<file path="config.mk">
export PLATFORM = sky130hd
export DESIGN_NAME = inst_fetch_ctrl
export DESIGN_NICKNAME = d
export VERILOG_FILES = /design/src/rtl/inst_fetch_ctrl.sv
export SDC_FILE = /design/constraint.sdc
export NUM_CORES = 1
export LEC_CHECK = 0
export CORE_MARGIN = 3
export CORE_UTILIZATION = 45
export DETAILED_ROUTE_END_ITERATION = 6
export PLACE_DENSITY_LB_ADDON = 0.3
export SYNTH_ARGS = -nofsm -noshare
export SYNTH_HDL_FRONTEND = slang
export SYNTH_SLANG_ARGS = --single-unit
export TNS_END_PERCENT = 10
</file>
<file path="constraint.sdc">
create_clock -name clk -period 3.15 [get_ports clk]
set_input_delay 0.63 -clock clk [delete_from_list [all_inputs] [get_ports clk]]
set_output_delay 0.63 -clock clk [all_outputs]
set_load 0.005 [all_outputs]
</file>
<file path="src/rtl/inst_fetch_ctrl.sv">
// Instruction fetch controller: owns the fetch PC, drives the ROM, buffers
// {pc, inst} pairs in a small queue and hands them to decode over valid/ready.
module inst_fetch_ctrl #(
  parameter logic [31:0] RESET_PC = 32'h0000_0000,
  parameter int          QDEPTH   = 2
) (
  input  logic        clk,
  input  logic        rst,
  output logic        rom_ce,
  output logic [31:0] rom_addr,
  input  logic [63:0] rom_inst_pc,
  input  logic        jump_en,
  input  logic [31:0] jump_addr,
  input  logic        halt_req,
  output logic        out_valid,
  input  logic        out_ready,
  output logic [31:0] out_pc,
  output logic [31:0] out_inst,
  output logic        halted
);

  localparam int PTR_W = $clog2(QDEPTH);
  localparam int CNT_W = PTR_W + 1;

  typedef enum logic [1:0] {
    IDLE  = 2'd0,
    FETCH = 2'd1,
    HALT  = 2'd2
  } state_t;

  state_t           state;
  logic [31:0]      pc;
  logic [31:0]      q_pc   [QDEPTH];
  logic [31:0]      q_inst [QDEPTH];
  logic [PTR_W-1:0] wr_ptr;
  logic [PTR_W-1:0] rd_ptr;
  logic [CNT_W-1:0] count;
  logic             push;
  logic             pop;

  // A jump suppresses both queue operations; a full queue may still push
  // when the head is leaving in the same cycle.
  assign out_valid = (count != '0);
  assign pop       = out_valid & out_ready & ~jump_en;
  assign push      = (state == FETCH) & rom_ce & ~jump_en &
                     ((count < CNT_W'(QDEPTH)) | pop);

  assign rom_addr  = pc;
  assign out_pc    = q_pc[rd_ptr];
  assign out_inst  = q_inst[rd_ptr];

  always_ff @(posedge clk) begin
    if (rst) begin
      state  <= IDLE;
      pc     <= RESET_PC;
      rom_ce <= 1'b0;
      halted <= 1'b0;
      wr_ptr <= '0;
      rd_ptr <= '0;
      count  <= '0;
      for (int i = 0; i < QDEPTH; i++) begin
        q_pc[i]   <= '0;
        q_inst[i] <= '0;
      end
    end else begin
      if (jump_en) begin
        pc     <= jump_addr & 32'hFFFF_FFFC;
        wr_ptr <= '0;
        rd_ptr <= '0;
        count  <= '0;
      end else begin
        if (push) begin
          q_pc[wr_ptr]   <= rom_inst_pc[63:32];
          q_inst[wr_ptr] <= rom_inst_pc[31:0];
          wr_ptr         <= wr_ptr + 1'b1;
          pc             <= pc + 32'd4;
        end
        if (pop) begin
          rd_ptr <= rd_ptr + 1'b1;
        end
        if (push && !pop) begin
          count <= count + 1'b1;
        end else if (pop && !push) begin
          count <= count - 1'b1;
        end
      end

      case (state)
        IDLE: begin
          state  <= FETCH;
          rom_ce <= 1'b1;
        end
        FETCH: begin
          if (halt_req && !jump_en) begin
            state  <= HALT;
            rom_ce <= 1'b0;
            halted <= 1'b1;
          end
        end
        HALT: begin
          // A redirect while halted only retargets the PC.
          if (!halt_req && !jump_en) begin
            state  <= FETCH;
            rom_ce <= 1'b1;
            halted <= 1'b0;
          end
        end
        default: begin
          state  <= IDLE;
          rom_ce <= 1'b0;
          halted <= 1'b0;
        end
      endcase
    end
  end

endmodule

</file>
# Yosys cells after proc, flatten, opt, wreduce, memory -nomap -nowiden
# Memory sizes are Yosys's and may differ from the RTL's. A register that Yosys moved wholly into a read port is not among the register bits.
# Cells that the tools add are included.
[classes]
order_cmp = 1
bitwise_logic = 8
n_addsub = 5
mux = 29
reduce_logical = 17
eq_ne = 4
[ops]
columns = ["op", "count"]
rows = [
  ["32-bit 2-to-1 mux", 4],
  ["32-bit OR reduction", 2],
  ["32-bit by 3-bit adder with 32-bit output (second input constant)", 1],
  ["1-bit 2-to-1 mux", 18],
  ["2-bit 2-to-1 mux", 4],
  ["1-bit one-hot mux with 3 select lines", 2],
  ["2-bit one-hot mux with 3 select lines", 1],
  ["2-bit nonzero test", 3],
  ["1-bit AND", 5],
  ["1-bit logical AND", 4],
  ["1-bit logical NOT", 4],
  ["3-bit AND reduction", 1],
  ["1-bit adder (second input constant)", 2],
  ["2-bit by 1-bit adder with 2-bit output (second input constant)", 1],
  ["2-bit by 1-bit == test with 1-bit output (second input constant)", 1],
  ["2-bit == test (second input constant)", 1],
  ["2-bit logical NOT", 1],
  ["2-bit < comparator (second input constant)", 1],
  ["2-bit by 1-bit inequality test with 1-bit output (second input constant)", 1],
  ["2-bit inequality test (second input constant)", 1],
  ["1-bit inverter", 2],
  ["2-bit AND reduction", 1],
  ["2-bit OR reduction", 1],
  ["2-bit by 1-bit subtractor with 2-bit output (second input constant)", 1],
  ["1-bit bitwise OR", 1],
]
[word_totals]
ramBits = 128
reg_bits = 40
inputBits = 101
n_memories = 2
[memory_table]
columns = ["name", "words", "width", "rd", "rd_ports_with_merged_regs", "write_ports", "line_no", "text"]
rows = [
  ["q_inst", 2, 32, 1, 1, 2, "34", "logic [31:0] q_inst [QDEPTH];"],
  ["q_pc", 2, 32, 1, 1, 2, "33", "logic [31:0] q_pc [QDEPTH];"],
]

# Logic depth before layout (Yosys ltp)
[logic_depth]
ltp_word = 11
ltp_mapped = 9
depth_no_buf = 8

# Least setup slack after synthesis
# No wires, ideal clock.
[synth_path]
path_kind = "input to register"
startpoint = "input jump_en"
endpoint = "memory q_inst[0][0] (enable)"
setup_time_ps = 421
arrival_ps = 2729
slack_ps = 1
path_stages = 5
required_time_ps = 2729
path_buffers = 1
path_cell_list = "and4bb_2 nand2_2 inv_2 buf_2 a21o_1"
[synth_rtl]
columns = ["item", "line_no", "text"]
rows = [
  ["from (decl)", "12", "input logic jump_en,"],
  ["to (decl)", "34", ""],
]

==> results.md <==
- End of the worst register-to-register path: q_pc[0][13]
- Die ar.: 19,000 µm²
- # clock sinks: between 150 and 200
- Fin Clk Skew: between 0.015 and 0.02 ns
- CTS tree: yes
- Largest cells by area after synthesis: edfxtp_1, and2_1, dfxtp_1, mux2_2, a31oi_1
- Htree depth: 4
- Core Region: 16,800 µm²
- Clock latency on the worst-skew pair: about 0.42 ns
- Placed insts: 1,024
- Remaining DRCs: 0
- Largest net degree at the start of global routing: 65
- Final total negative setup slack: 0 ns
- Via-to-Cell Ratio: 5.34
- Max Slew Vio Count: 0
- Antenna-violating nets left: 0
- Synthesis-to-layout area growth: 35.2%
- Worst vdd ir: 355 µV
- Worst-Margin Slew: 0.870 ns
- Critical Path Sink: out_pc[14]
- Die Wd: 138 µm
- Fraction of registers with async set/reset: 0%
- Post-synth EDFFs: approximately 130
- Drt pass-1 iters: 5
- RSZ-0062 raised after global routing: false
- Initial antenna violation count: 0
- Synth Flop Type: edfxtp_1
- Cells on worst reg2reg path: 7
- Post-Synthesis Cells: 636
- DPL Wire Length: 12,400 µm
- RePlAce Congestion: 0.851
- Yosys reg bits: 167
- Max-Cap Viols: 0
- Total Routed Length: 18,700 µm
- Setup violations, final: 0
- Crit path capture type: output pin
- Status: finished clean
- Initial DRC Count: around 360
- Yosys warns: 0
- Final Critical Period: 2.62 ns
- Final WS setup: 0.526 ns
- Mean routed wirelength per cell: 17.7 µm
- Max Fanout on Critical Path: 64
- TritonCTS buffer count: 17
- Post-CTS sizing: 0
- Type of the worst setup path: flop to output pin
- Dpl ws: 0.103 ns
- Antenna cell count: 0
- I/O Pins: 200
- Final Cycle Share: a little over four fifths
- Cell taking the most area after synthesis: edfxtp_1
- First-pass GRT wire length: roughly 29,000 µm
- Gr usage total: 19.8%
- CP arrival: between 1.5 and 2 ns
- Final Hold Fails: 0
- Most common cell in the synthesized netlist: and2_1
- Yosys top cell area share: between 40 and 50%
- CTS Root Buffer Type: clkbuf_16
- Cts hold-fix bufs: 0
- Die Y: 138 µm
- Hold WS: 0.503 ns
- Worst setup SP type: flop
- Required @ worst endpoint: 2.52 ns
- Nets: approximately 930
- Finished Layout Cells: ~1.1k
- DR vias: roughly 5.6k
- Initial Util: 46.5%
- Slew HR: approximately two fifths
- Post-Syn Area: about 7800 µm²
- Clk slew on worst S/H paths: around 0.070 ns
- Seq/Total Area, Yosys: ~59%
- Fmax: 381 MHz
- Power per cell area: 480 nW/µm²
- Post-CTS Setup Bufs: 0
- Mean Syn Cell Area: 12.3 µm²
- Commonest cells post-synth: and2_1, edfxtp_1, mux2_2
- Number of port buffers: 195
- Number of global-route vias before repair: 5,778
- Reg-to-reg slack, setup: 0.79 ns
- Type of the most critical hold path: flop to flop
- Grt ovf: 0
- R2r startpoint: state[0]
- Synth cell types: 60
- CTS max path bufs: 2
- Leak pwr: 0.00385 µW
- Rows: between 40 and 50
- Fraction of layout cells with a size suffix above 1: 16.1%
[worst max-delay path: stages (launching register included)]
cell and delay [ns]:
dfxtp_2 0.34, buf_12 0.30, mux2_2 0.38, clkdlybuf4s50_1 0.50
[metal layers]
layer,GRT usage (%),share of wire (%)
met2,33.9,50
met1,23.9,40
met4,6.37,1.7
met3,6.24,8.6
met5,0,0
[through the flow]
step,instance area (µm²),total power [µW],utilization (%)
after detailed placement,10000,3120,59.5
after CTS,10600,5120,62.9
after global placement,10000,3100,59.5
after floorplan,7830,2770,-
final,10600,5080,62.9
after global routing,10600,5270,62.9
[cell usage in the layout (no fill, tap or decap), types with 3 or more instances in the layout]
cell	n
mux2_2	66
edfxtp_1	128
clkinv_4	5
a31oi_1	18
buf_12	4
o21ai_1	3
nor4_1	10
nand4_1	9
inv_8	7
o22ai_1	4
clkdlybuf4s50_1	195
nor2_1	20
and2_1	132
nand2_1	24
o21ai_0	10
a21oi_1	21
inv_1	12
xor2_1	5
dfxtp_1	38
a22oi_1	3
o211ai_1	4
xnor2_1	5
or3_1	4
nor2b_1	3
buf_4	8
nor3_1	7
clkbuf_16	17
o31a_2	3
nand3_1	19
and3_1	5
[power breakdown]
group / internal [µW] / switching (µW) / leakage, µW / total (µW)
logic: 329 / 210 / 0.00191 / 539
clock network: 1060 / 947 / 0.000285 / 2010
registers: 2470 / 60.8 / 0.00165 / 2530
[worst min-delay path by stage]
stage | cells past startpoint | endpoint | slack [ns] | from
4_1_cts | 2 | rom_addr[3] | 0.51 | rom_addr[3]
5_1_grt | 2 | rom_addr[3] | 0.54 | rom_addr[3]
3_3_place_gp | 2 | rom_addr[3] | 0.48 | rom_addr[3]
6_report | 2 | rom_addr[3] | 0.50 | rom_addr[3]
2_1_floorplan | 2 | rom_addr[3] | 0.48 | rom_addr[3]
3_5_place_dp | 2 | rom_addr[3] | 0.50 | rom_addr[3]
[sequential cells by signal (all words and copies together), names as in the netlist, named ones only]
name      count
q_inst       64
q_pc         64
rom_addr     30
count         2
state         2
halted        1
rd_ptr        1
rom_ce        1
wr_ptr        1
[kinds of logic after synthesis]
logic type,share of synthesized area (%)
AOI/OAI and AO/OA,7.05
xor gates and xnor gates,1.12
muxes,9.50
and+or+nand+nor,19.5
DFF,59.1
adders and majority gates,0.320
buffers and inverters,3.34
other,0.0479
[cell type report]
type                       count  area (µm²)
clock buffer                  17         425
multi-input combinational    417        2960
tap                          220         275
timing repair buffer         207        2090
clock inverter                15         151
fill                        1323        6240
sequential                   167        4630
inverter                      13        48.8
Note: power is estimated with default switching activity, not from simulation.
